<file path="config.mk">
export PLATFORM = sky130hd
export DESIGN_NAME = pipe_stall_ctrl
export DESIGN_NICKNAME = d
export VERILOG_FILES = /design/src/rtl/pipe_stall_ctrl_pkg.sv /design/src/rtl/pipe_stall_ctrl_wait_timer.sv /design/src/rtl/pipe_stall_ctrl.sv
export SDC_FILE = /design/constraint.sdc
export NUM_CORES = 1
export LEC_CHECK = 0
export BUFFER_PORTS_ARGS = -buffer_cell sky130_fd_sc_hd__buf_4
export CAP_MARGIN = 5
export CORE_ASPECT_RATIO = 1.5
export CORE_MARGIN = 3
export CORE_UTILIZATION = 46
export CTS_BUF_LIST = sky130_fd_sc_hd__clkbuf_16
export DETAILED_ROUTE_END_ITERATION = 10
export PLACE_DENSITY = 0.79
export REMOVE_ABC_BUFFERS = 1
export SKIP_LAST_GASP = 1
export SYNTH_ARGS = -nofsm -noshare
export SYNTH_HDL_FRONTEND = slang
export SYNTH_SLANG_ARGS = --single-unit
</file>
<file path="constraint.sdc">
create_clock -name clk -period 2.1 [get_ports clk]
set_clock_uncertainty 0.15 [all_clocks]
set_input_delay 0.21 -clock clk [delete_from_list [all_inputs] [get_ports clk]]
set_output_delay 0.21 -clock clk [all_outputs]
set_load 0.03 [all_outputs]
</file>
<file path="src/rtl/pipe_stall_ctrl_pkg.sv">
// Shared defaults and the slow-region address decode for the pipeline stall controller.
// Addresses at or above the slow base live in external memory and need wait states.
package pipe_stall_pkg;

   localparam int              MAX_ADDR_W    = 64;
   localparam logic [15:0]     DEF_SLOW_BASE = 16'h1000;
   localparam int              DEF_CNT_W     = 4;
   localparam int              DEF_STAT_W    = 16;

   function automatic logic is_slow(input logic [MAX_ADDR_W-1:0] addr,
                                    input logic [MAX_ADDR_W-1:0] base);
      return (addr >= base);
   endfunction

endpackage

</file>
<file path="src/rtl/pipe_stall_ctrl_wait_timer.sv">
// One wait-state timer: a down-counter loaded on a slow access plus a done flag
// that masks the still-presented access until its stage has actually advanced.
module wait_timer #(
   parameter int CNT_W = 4
) (
   input  logic             clk,
   input  logic             rst,
   input  logic             trig,
   input  logic [CNT_W-1:0] wait_val,
   input  logic             stage_en_i,
   output logic             o_busy
);

   logic [CNT_W-1:0] r_cnt;
   logic             r_done;
   logic             w_load;

   // A zero wait value never loads, so it can neither stall nor set done.
   assign w_load = trig && stage_en_i && (r_cnt == '0) && !r_done && (wait_val != '0);

   always_ff @(posedge clk) begin
      if (!rst) begin
         r_cnt  <= '0;
         r_done <= 1'b0;
      end else begin
         if (w_load) begin
            r_cnt <= wait_val;
         end else if (r_cnt != '0) begin
            r_cnt <= r_cnt - 1'b1;
         end

         // Set on the 1->0 step; held through hold until the stage really moves.
         if (r_cnt == CNT_W'(1)) begin
            r_done <= 1'b1;
         end else if (r_done && stage_en_i) begin
            r_done <= 1'b0;
         end
      end
   end

   assign o_busy = (r_cnt != '0);

endmodule

</file>
<file path="src/rtl/pipe_stall_ctrl.sv">
// Pipeline stall controller: per-stage advance enables driven by PM/DM wait timers
// and an external hold, plus a saturating fetch-stall cycle counter.
module pipe_stall_ctrl
   import pipe_stall_pkg::*;
#(
   parameter int                NUM_STAGES = 4,
   parameter int                DM_STAGE   = 2,
   parameter int                ADDR_W     = 16,
   parameter logic [ADDR_W-1:0] SLOW_BASE  = ADDR_W'(DEF_SLOW_BASE),
   parameter int                PM_WAIT    = 2,
   parameter int                DM_RD_WAIT = 3,
   parameter int                DM_WR_WAIT = 1,
   parameter int                CNT_W      = DEF_CNT_W,
   parameter int                STAT_W     = DEF_STAT_W
) (
   input  logic                  clk,
   input  logic                  rst,
   input  logic                  hold_req,
   input  logic                  pm_req,
   input  logic [ADDR_W-1:0]     pm_add,
   input  logic                  dm_req,
   input  logic [ADDR_W-1:0]     dm_add,
   input  logic                  rwb,
   input  logic                  stat_clr,
   output logic [NUM_STAGES-1:0] stage_en,
   output logic                  pm_wait,
   output logic                  dm_wait,
   output logic [STAT_W-1:0]     stall_cycles
);

   logic [NUM_STAGES-1:0] w_stage_en;
   logic                  w_pm_trig;
   logic                  w_dm_trig;
   logic [CNT_W-1:0]      w_dm_wait_val;
   logic                  w_pm_busy;
   logic                  w_dm_busy;
   logic [STAT_W-1:0]     r_stall_cycles;

   assign w_pm_trig     = pm_req && is_slow(MAX_ADDR_W'(pm_add), MAX_ADDR_W'(SLOW_BASE));
   assign w_dm_trig     = dm_req && is_slow(MAX_ADDR_W'(dm_add), MAX_ADDR_W'(SLOW_BASE));
   assign w_dm_wait_val = rwb ? CNT_W'(DM_RD_WAIT) : CNT_W'(DM_WR_WAIT);

   wait_timer #(
      .CNT_W      (CNT_W)
   ) u_pm_timer (
      .clk        (clk),
      .rst        (rst),
      .trig       (w_pm_trig),
      .wait_val   (CNT_W'(PM_WAIT)),
      .stage_en_i (w_stage_en[0]),
      .o_busy     (w_pm_busy)
   );

   wait_timer #(
      .CNT_W      (CNT_W)
   ) u_dm_timer (
      .clk        (clk),
      .rst        (rst),
      .trig       (w_dm_trig),
      .wait_val   (w_dm_wait_val),
      .stage_en_i (w_stage_en[DM_STAGE]),
      .o_busy     (w_dm_busy)
   );

   // A DM wait freezes fetch through the DM stage; later stages drain into a bubble.
   always_comb begin
      w_stage_en = '1;
      if (!rst || hold_req) begin
         w_stage_en = '0;
      end else if (w_dm_busy) begin
         for (int i = 0; i < NUM_STAGES; i++) begin
            if (i <= DM_STAGE) begin
               w_stage_en[i] = 1'b0;
            end
         end
      end else if (w_pm_busy) begin
         w_stage_en[0] = 1'b0;
      end
   end

   always_ff @(posedge clk) begin
      if (!rst) begin
         r_stall_cycles <= '0;
      end else if (stat_clr) begin
         r_stall_cycles <= '0;
      end else if (!w_stage_en[0] && (r_stall_cycles != '1)) begin
         r_stall_cycles <= r_stall_cycles + 1'b1;
      end
   end

   assign stage_en     = w_stage_en;
   assign pm_wait      = rst && w_pm_busy;
   assign dm_wait      = rst && w_dm_busy;
   assign stall_cycles = r_stall_cycles;

endmodule

</file>
==> results.toml, run 1 <==
[run_status]
status = "completed"

[clock_tree]
root_buffer = "clkbuf_16"
cts_tree = "built"
clkSlewWorstSetupHoldPaths_ns = 0.06
clk_latency_ns = 0.26
cts_buffers = 3
clk_path_buf_depth = 2
cts.sinks = 26
htree_levels = 1

[global_route]
globalRouteOverflowTotal = 0
grt_max_degree = 17
grtUsageTotal_pct = 20.3
grt_pass1_wl_um = 5650
antenna_found_initial = 0
grt_pass1_vias = 1276

[logic_synthesis]
netlist_top_cells_area = "dfxtp_1 (39%), xnor2_1 (7.9%), nor2_1 (7.3%), ha_1 (3.7%), nand2_1 (3.6%)"
synth_top_area_share_pct = 38.9
netlist_area_um2 = 1340
synth_cell_types = 37
syn_inst = 157
yosysSeqAreaShare_pct = 38.9
syn-mean-instance-area_um2 = 8.52
synth_edf_count = 0
ys_async_sr_fraction_pct = 0
yosys_warnings = 0
yosys.area.top_type = "dfxtp_1"
yosys_register_bits = 26
ys.flop_type = "dfxtp_1"

[route]
wl_um = 3420
post_drt_via_cell_ratio = 5.45
drt_iter0_markers = 25
drt_pass1_iterations = 4
wire_per_inst_um = 14.4
ant_nets = 0
drc = 0
vias = 1292

[pwr]
pwr-share-seq_pct = 33.4
clkPwrFrac_pct = 28.7
max-vdd-ir-drop_uv = 638
p_comb_share_pct = 37.9
p_leak_uw = 0.000727
switching_power_uw = 632
swShare_pct = 32.8
p_int_uw = 1300
powerDensity_nw_per_um2 = 1060

[timing]
rsz0062_at_grt = "no"
worst_pin_slew_ns = 0.363
finalCritPeriodShare_pct = 96.4
hold_slack_ns = 0.0773
fmax_mhz = 494
fin_tns_setup_ns = 0
period_needed_ns = 2.02
hold_viol = 0
finalMaxSlewViolations = 0
slew-limit-headroom_pct = 75.4
setup_viol = 0

[layout]
drive_gt1_share_pct = 32.0
final_area_um2 = 1810
n_antenna_cell = 0
area_growth_pct = 35.5
nets = 244

[placed_design]
placed_cell_area_um2 = 1660
place_congestion = 0.809
dp_hpwl_um = 2510
portBuffers = 36

[die]
fp.dieArea_um2 = 3600
initial_core_util_pct = 48.9
rows = 23
core_um2 = 2730
die_h_um = 72.0
io_pins = 61
die_x_um = 50.0

[setup_path]
critPathLaunchType = "flop"
worstSetupPathType = "reg -> out"
crit_required_ns = 1.74
path_max_fanout = 6
critical_path.cell_chain = "or4_4 -> nor4_4 -> buf_6 -> buf_6"
cpPeakStageDelay_ns = 0.55
slowest_stage = "or4_4"
rrSetupSlack_ns = 0.08
critPathArrivalTime_ns = 1.66
setup.worst_path.end_class = "primary output"
crit_top_cell = "buf_6"

[job]
maxCapViolations = 0

[worst_hold_path]
hold_path_class = "in -> reg"
-- synthesized netlist by cell type (2+ instances only) --
cell type,instances
xnor2_1,12
a21oi_1,7
dfxtp_1,26
or3_1,3
nor3_1,7
or4_1,2
o211ai_1,2
nand2_1,13
o21ai_0,3
nor4_1,6
ha_1,4
nor4b_1,3
a22oi_1,2
inv_1,7
buf_4,3
nand3_1,8
or3_2,2
nor2_1,26
nand4_1,3
-- worst max-delay path, delay by kind of cell (launching register included) --
kind	cells	cell delay, ns
buffers and inverters	2	0.27
DFF	1	0.34
and+or+nand+nor	2	0.78
-- metal layers --
layer	global-route usage, %	up-vias	part of all wire [%]
li1	-	637	-
met1	20.4	612	38
met2	38.5	34	54
met3	4.31	9	5.2
met4	9.85	0	2.5
met5	0	-	0
-- state kept, by name, indices dropped and copies added (netlist names) --
register and count:
u_dm_timer.r_cnt 4, u_pm_timer.r_done 1, u_dm_timer.r_done 1, u_pm_timer.r_cnt 4, stall_cycles 16
-- power by group through the flow --
| stage | Sequential [uW] | Combinational, uW | Clock [uW] |
|---|---|---|---|
| 6_report | 645 | 732 | 553 |
| 3_5_place_dp | 650 | 702 | 0 |
| 2_1_floorplan | 648 | 474 | 0 |
| 4_1_cts | 641 | 733 | 561 |
| 3_3_place_gp | 645 | 670 | 0 |
| 5_1_grt | 660 | 800 | 578 |
-- area by class of cell --
type | count | area (um2)
tap | 37 | 46.3
clock inverter | 1 | 30.0
fill | 234 | 922
sequential | 26 | 522
clock buffer | 3 | 75.1
timing repair buffer | 44 | 338
inverter | 7 | 26.3
multi-input combinational | 119 | 774
-- cell usage in the layout, fill, tap and decap left out, drive strengths merged --
| cell type | count |
|---|---|
| and3 | 1 |
| xnor2 | 12 |
| inv | 7 |
| clkbuf | 3 |
| xor2 | 1 |
| nor2 | 26 |
| or3 | 5 |
| or3b | 1 |
| nand4 | 4 |
| or4 | 3 |
| nor3b | 1 |
| nor2b | 1 |
| a22oi | 2 |
| or2b | 1 |
| buf | 44 |
| mux2i | 1 |
| nand4b | 1 |
| bufinv | 1 |
| a21oi | 7 |
| a31o | 1 |
| nand2 | 13 |
| nor4b | 3 |
| nor3 | 7 |
| o211ai | 2 |
| nand3 | 8 |
| dfxtp | 26 |
| ha | 4 |
| nand3b | 1 |
| o21ai | 3 |
| o31ai | 1 |
| nor4 | 8 |
| and4 | 1 |
-- final timing paths --
kind,end,from,cells past startpoint
worst max-delay path,stage_en[0],u_pm_timer.r_cnt[1],4
worst min-delay path,u_pm_timer.r_cnt[3],rst,2
worst max register to register,stall_cycles[9],u_pm_timer.r_cnt[1],7
worst min register to register,u_pm_timer.r_cnt[1],u_pm_timer.r_cnt[1],2
-- metrics by stage --
step / setup slack, ns / instances / power (uW) / utilization, %
after floorplan: -0.244 / 152 / 1120 / -
after global placement: 0.0702 / 231 / 1310 / 60.6
after detailed placement: -0.0332 / 231 / 1350 / 60.6
after CTS: 0.0478 / 237 / 1940 / 65.4
after global routing: 0.00465 / 237 / 2040 / 66.3
final: 0.0759 / 237 / 1930 / 66.3
-- cells by family after synthesis --
logic type / after synthesis / share of synthesized area [%]
and+or+nand+nor: 85 / 35.7
muxes: 1 / 0.748
DFF: 26 / 38.9
buffers and inverters: 12 / 5.15
xor gates and xnor gates: 13 / 8.51
AOI/OAI and AO/OA: 16 / 7.20
adders and majority gates: 4 / 3.74
-- what timing repair did --
action,CTS,global route
setup endpoints to repair,4,7
hold buffers,0,0
buffers inserted,2,0
pin swaps,1,1
gates resized for setup,4,6
hold endpoints to repair,0,0
Note: power is estimated with default switching activity, not from simulation.
==> run 2: changes to the inputs <==
--- a/config.mk
+++ b/config.mk
@@ -5,16 +5,19 @@
 export SDC_FILE = /design/constraint.sdc
 export NUM_CORES = 1
 export LEC_CHECK = 0
+export ABC_AREA = 1
 export BUFFER_PORTS_ARGS = -buffer_cell sky130_fd_sc_hd__buf_4
 export CAP_MARGIN = 5
 export CORE_ASPECT_RATIO = 1.5
 export CORE_MARGIN = 3
-export CORE_UTILIZATION = 46
+export CORE_UTILIZATION = 47
 export CTS_BUF_LIST = sky130_fd_sc_hd__clkbuf_16
 export DETAILED_ROUTE_END_ITERATION = 10
-export PLACE_DENSITY = 0.79
+export HOLD_SLACK_MARGIN = 0.03
+export PLACE_DENSITY = 0.75
 export REMOVE_ABC_BUFFERS = 1
 export SKIP_LAST_GASP = 1
 export SYNTH_ARGS = -nofsm -noshare
 export SYNTH_HDL_FRONTEND = slang
+export SYNTH_HIERARCHICAL = 1
 export SYNTH_SLANG_ARGS = --single-unit
==> run 2 against run 1 <==
  * Area after synthesis is 38% higher
  * Core utilization decreased by 4.0 points
  * Hold slack improved by 0.016 ns
  * Count of clock-buffer cells in the layout stayed put
  * Setup slack better by 0.035 ns
  * First-iteration DRC count increased by 44%
  * Final cell count grew 64%
  * Wire length grew 17%
  * Largest cell class unchanged
  * Global-route usage shrank 1.3 points
==> results.toml, run 2 <==
[setup_path]
worstSetupPathType = "reg -> out"
crit_required_ns = 1.74
critPathArrivalTime_ns = 1.63
path_max_fanout = 8
cpPeakStageDelay_ns = 0.32
critical_path.cell_chain = "inv_1 -> ha_1 -> nand3_4 -> inv_1 -> nand2_1 -> nor2_2 -> buf_4 -> buf_4"
rrSetupSlack_ns = 0.19
critPathLaunchType = "flop"
setup.worst_path.end_class = "primary output"
r2r_cells = 10
reg2reg_from = "u_dm_timer/r_cnt[0]"
r2r-end = "stall_cycles[9]"
slowest_stage = "dfxtp_1"

[job]
maxCapViolations = 0

[placed_design]
dp_hpwl_um = 3240
dp.cells = 384
portBuffers = 36
place_congestion = 0.840
placed_cell_area_um2 = 2230

[logic_synthesis]
synth_top_area_share_pct = 28.2
yosys_warnings = 6
synth_cell_types = 28
netlist_area_um2 = 1850
yosys_register_bits = 26
yosys.area.top_type = "dfxtp_1"
synth_common_cells = "nand2_1 (70), nor2_1 (67), inv_1 (33)"
yosysSeqAreaShare_pct = 28.2
syn_inst = 290
syn-mean-instance-area_um2 = 6.37
synthSimpleGateAreaFrac_pct = 50.0
synthMuxAreaShare_pct = 0
ys.flop_type = "dfxtp_1"
netlist_top_cells_area = "dfxtp_1 (28%), nand2_1 (14%), nor2_1 (14%), inv_1 (6.7%), nand3_1 (5.1%)"
synthAdderAreaFrac_pct = 4.74
synth_edf_count = 0
synth_compound_area_share_pct = 5.28
synth_top_family_by_area = "simple AND/OR/NAND/NOR gates"
synthXorXnorAreaFrac_pct = 2.84
synthMostInstantiatedCell = "nand2_1"
ys_async_sr_fraction_pct = 0

[timing]
hold_viol = 0
finalMaxSlewViolations = 0
fin_tns_setup_ns = 0
setup_viol = 0
fmax_mhz = 503
finalCritPeriodShare_pct = 94.7
rsz0062_at_grt = "no"
period_needed_ns = 1.99

[global_route]
antenna_found_initial = 0
globalRouteOverflowTotal = 0
grt_pass1_wl_um = 7130
grtUsageTotal_pct = 19.0
grt_max_degree = 17
grt_pass1_vias = 1763

[layout]
nFillCells = 384
final_area_um2 = 2310
utilization_pct = 62.3
fin_cells = 388
largest_reg_flops = 16
n_antenna_cell = 0
multi_input_area_um2 = 1230
regArea_um2 = 520
nets = 392
area_growth_pct = 25.3
layout_common_cells = "nand2_1 (70), nor2_1 (65), buf_4 (38), inv_1 (33), dfxtp_1 (26)"
final_common_cell = "nand2_1"
drive_gt1_share_pct = 23.2

[worst_hold_path]
min_from = "rst"
hold_path_class = "in -> reg"
whs_path_depth = 3
hold-path-endpoint = "u_pm_timer/r_cnt[0]"

[pwr]
max-vdd-ir-drop_uv = 685
powerDensity_nw_per_um2 = 918
p_leak_uw = 0.00111

[clock_tree]
cts_tree = "built"
cts_buffers = 3
clkSlewWorstSetupHoldPaths_ns = 0.06
root_buffer = "clkbuf_16"
clk_path_buf_depth = 2
htree_levels = 1
hold_buffers = 0
cts.sinks = 26
clk_latency_ns = 0.26

[die]
core_um2 = 3720
die_x_um = 57.2
die_h_um = 82.8
fp.dieArea_um2 = 4740
initial_core_util_pct = 49.7
io_pins = 61
rows = 27

[route]
wl_um = 3990
vias = 1851
post_drt_via_cell_ratio = 4.77
drt_pass1_iterations = 4
drt_iter0_markers = 36
drc = 0
wire_per_inst_um = 10.3
ant_nets = 0

[run_status]
status = "completed"
==> run 2: per-layer routing <==
metal,global-route usage (%),part of all wire [%],up-vias,wire length (um)
met5,0,0,-,0
met4,9.74,2.1,0,85
li1,-,-,979,-
met1,19.3,39,814,1560
met3,2.48,4.4,9,174
met2,37.2,54,49,2180
==> run 2: area by class of cell <==
| class | count | share of cell area, % |
|---|---|---|
| multi-input cells | 238 | 53.1 |
| flip-flops and latches | 26 | 22.5 |
| repair buffers | 38 | 12.3 |
| inverters | 39 | 6.32 |
| clock buffers | 3 | 3.24 |
| well taps | 43 | 2.32 |
| clock inverters | 1 | 0.162 |
==> run 2: how the worst max path moves through the flow <==
stage / start / cells past startpoint / end
after CTS: u_dm_timer/r_cnt[0] / 8 / stage_en[0]
after global routing: u_dm_timer/r_cnt[0] / 8 / stage_en[0]
after detailed placement: u_dm_timer/r_cnt[0] / 9 / u_dm_timer/r_cnt[2]
after global placement: u_dm_timer/r_cnt[0] / 9 / u_dm_timer/r_cnt[3]
final: u_dm_timer/r_cnt[0] / 8 / stage_en[0]
after floorplan: u_dm_timer/r_cnt[0] / 9 / u_dm_timer/r_cnt[2]
==> run 2: cells by family after synthesis <==
kind of cell               after synthesis
AOI/OAI and AO/OA                       16
xor gates and xnor gates                 6
adders and majority gates                7
buffers and inverters                   41
DFF                                     26
and+or+nand+nor                        192
other                                    2
==> run 2: critical path: cells and delay by family (launching register included) <==
kind	cells	cell delay (ns)
buf+inv	4	0.53
flops	1	0.32
simple gates	3	0.30
fa+ha+maj	1	0.22
==> run 2: report_power, final <==
part	switching [uW]	internal, uW	total (uW)
Sequential	62.5	587	649
Combinational	625	424	1050
Clock	170	255	425
Total	858	1270	2120
==> run 2: through the flow <==
step / setup slack, ns / hold WS (ns) / total power [uW]
detailed placement: 0.191 / 0.368 / 1710
CTS: 0.0995 / 0.0883 / 2140
global route: 0.000593 / 0.0941 / 2320
floorplan: -0.449 / 0.180 / 1480
finish: 0.111 / 0.0929 / 2120
global placement: 0.224 / 0.361 / 1670
==> run 2: repair_timing <==
| item | CTS | global route |
|---|---|---|
| resized for setup | 0 | 2 |
| setup buffers | 0 | 0 |
| setup endpoints to repair | 0 | 4 |
==> run 3: changes to the inputs <==
--- a/config.mk
+++ b/config.mk
@@ -14,6 +14,7 @@
 export CTS_BUF_LIST = sky130_fd_sc_hd__clkbuf_16
 export DETAILED_ROUTE_END_ITERATION = 10
 export HOLD_SLACK_MARGIN = 0.03
+export MAX_ROUTING_LAYER = met4
 export PLACE_DENSITY = 0.75
 export REMOVE_ABC_BUFFERS = 1
 export SKIP_LAST_GASP = 1
==> run 3 against run 2 <==
  * Sequential cell count unchanged
  * Count of clock-buffer cells in the layout unchanged
  * Sequential share of layout area stayed put
  * Final cell count unchanged
  * Sequential power is essentially flat
  * Combinational power is essentially flat
  * Critical endpoint unchanged
  * First-iteration DRC count rose by 17%
  * Highest routed layer unchanged
  * Die area unchanged
==> results.toml, run 3 (synthesis results as in run 2) <==
[clock_tree]
cts.sinks = 26
htree_levels = 1
cts_setup_buffers = 0
root_buffer = "clkbuf_16"
hold_buffers = 0
cts_buffers = 3
clkSlewWorstSetupHoldPaths_ns = 0.06
clk_latency_ns = 0.26
clk_path_buf_depth = 2
cts_tree = "built"

[setup_path]
r2r-end = "stall_cycles[9]"
setup.worst_path.end_class = "primary output"
critPathArrivalTime_ns = 1.63
crit_required_ns = 1.74
reg2reg_from = "u_dm_timer/r_cnt[0]"
rrSetupSlack_ns = 0.20
path_max_fanout = 8
worstSetupPathType = "reg -> out"
critPathLaunchType = "flop"
r2r_cells = 10

[timing]
setup_viol = 0
finalCritPeriodShare_pct = 94.7
period_needed_ns = 1.99
hold_viol = 0
fmax_mhz = 503
rsz0062_at_grt = "no"
finalMaxSlewViolations = 0

[layout]
n_antenna_cell = 0
nets = 392
final_common_cell = "nand2_1"
final_area_um2 = 2310
layout_common_cells = "nand2_1 (70), nor2_1 (65), buf_4 (38), inv_1 (33), dfxtp_1 (26)"
drive_gt1_share_pct = 23.2
area_growth_pct = 25.3
fin_cells = 388
utilization_pct = 62.3
largest_reg_flops = 16

[pwr]
p_comb_share_pct = 49.4
p_leak_uw = 0.00111
p_int_uw = 1270
switching_power_uw = 858
clkPwrFrac_pct = 20.0
max-vdd-ir-drop_uv = 685
powerDensity_nw_per_um2 = 918
pwr-share-seq_pct = 30.6
swShare_pct = 40.4

[die]
die_x_um = 57.2
fp.dieArea_um2 = 4740
io_pins = 61
core_um2 = 3720
die_h_um = 82.8
initial_core_util_pct = 49.7
rows = 27

[route]
ant_nets = 0
drt_pass1_iterations = 4
wire_per_inst_um = 10.3
drc = 0
post_drt_via_cell_ratio = 4.76
vias = 1847
drt_iter0_markers = 42
wl_um = 3990

[job]
maxCapViolations = 0

[worst_hold_path]
min_from = "rst"
whs_path_depth = 3
hold_path_class = "in -> reg"
hold-path-endpoint = "u_pm_timer/r_cnt[0]"

[placed_design]
portBuffers = 36
dp_hpwl_um = 3240
placed_cell_area_um2 = 2230
dp.cells = 384
place_congestion = 0.853

[global_route]
globalRouteOverflowTotal = 0
grt_pass1_wl_um = 7120
grt_pass1_vias = 1764
grtUsageTotal_pct = 19.5
antenna_found_initial = 0
grt_max_degree = 17

[run_status]
status = "completed"
-- run 3: cell counts in the layout (fill, tap and decap cells not counted) --
Identical to the previous run, type by type.
-- run 3: metrics by stage --
step / setup WS, ns / total power (uW) / TNS [ns] / hold slack (ns)
6_report: 0.112 / 2120 / 0 / 0.0928
3_5_place_dp: 0.191 / 1710 / 0 / 0.368
5_1_grt: 0.000600 / 2320 / 0 / 0.0941
3_3_place_gp: 0.224 / 1670 / 0 / 0.361
2_1_floorplan: -0.449 / 1480 / -1.78 / 0.180
4_1_cts: 0.0995 / 2140 / 0 / 0.0883
-- run 3: final cells by class --
class / instances / area [um2]
fill: 384 / 1400
clock inverter: 1 / 3.75
clock buffer: 3 / 75.1
sequential: 26 / 520
multi-input combinational: 238 / 1230
inverter: 39 / 146
tap: 43 / 53.8
timing repair buffer: 38 / 285
-- run 3: routing by layer --
metal | vias up | GRT usage [%] | wire length, um
met5 | - | - | 0
met4 | 0 | 9.74 | 80
met3 | 7 | 2.32 | 164
met2 | 45 | 37.2 | 2180
met1 | 815 | 19.4 | 1560
li1 | 980 | - | -
-- run 3: how the worst max path moves through the flow --
stage | from | end | slack (ns) | depth (start not counted)
6_report | u_dm_timer/r_cnt[0] | stage_en[0] | 0.11 | 8
5_1_grt | u_dm_timer/r_cnt[0] | stage_en[0] | 0.0006 | 8
4_1_cts | u_dm_timer/r_cnt[0] | stage_en[0] | 0.1 | 8
3_5_place_dp | u_dm_timer/r_cnt[0] | u_dm_timer/r_cnt[2] | 0.19 | 9
3_3_place_gp | u_dm_timer/r_cnt[0] | u_dm_timer/r_cnt[3] | 0.22 | 9
2_1_floorplan | u_dm_timer/r_cnt[0] | u_dm_timer/r_cnt[2] | -0.45 | 9
-- run 3: worst max-delay path, cell delays in order (launching register included) --
cell and delay, ns:
dfxtp_1 0.32, inv_1 0.13, ha_1 0.22, nand3_4 0.15
inv_1 0.08, nand2_1 0.06, nor2_2 0.09, buf_4 0.16
buf_4 0.16
-- run 3: timing repair --
| item | CTS | global route |
|---|---|---|
| setup endpoints to repair | 0 | 4 |
| endpoints found under the hold margin | 0 | 0 |
| gates resized for setup | 0 | 2 |
-- run 3: power groups by stage --
stage / sequential, uW / clock [uW] / combinational (uW)
final: 649 / 425 / 1050
after global routing: 661 / 448 / 1210
after CTS: 650 / 435 / 1050
after detailed placement: 661 / 0 / 1050
after global placement: 657 / 0 / 1020
after floorplan: 655 / 0 / 830
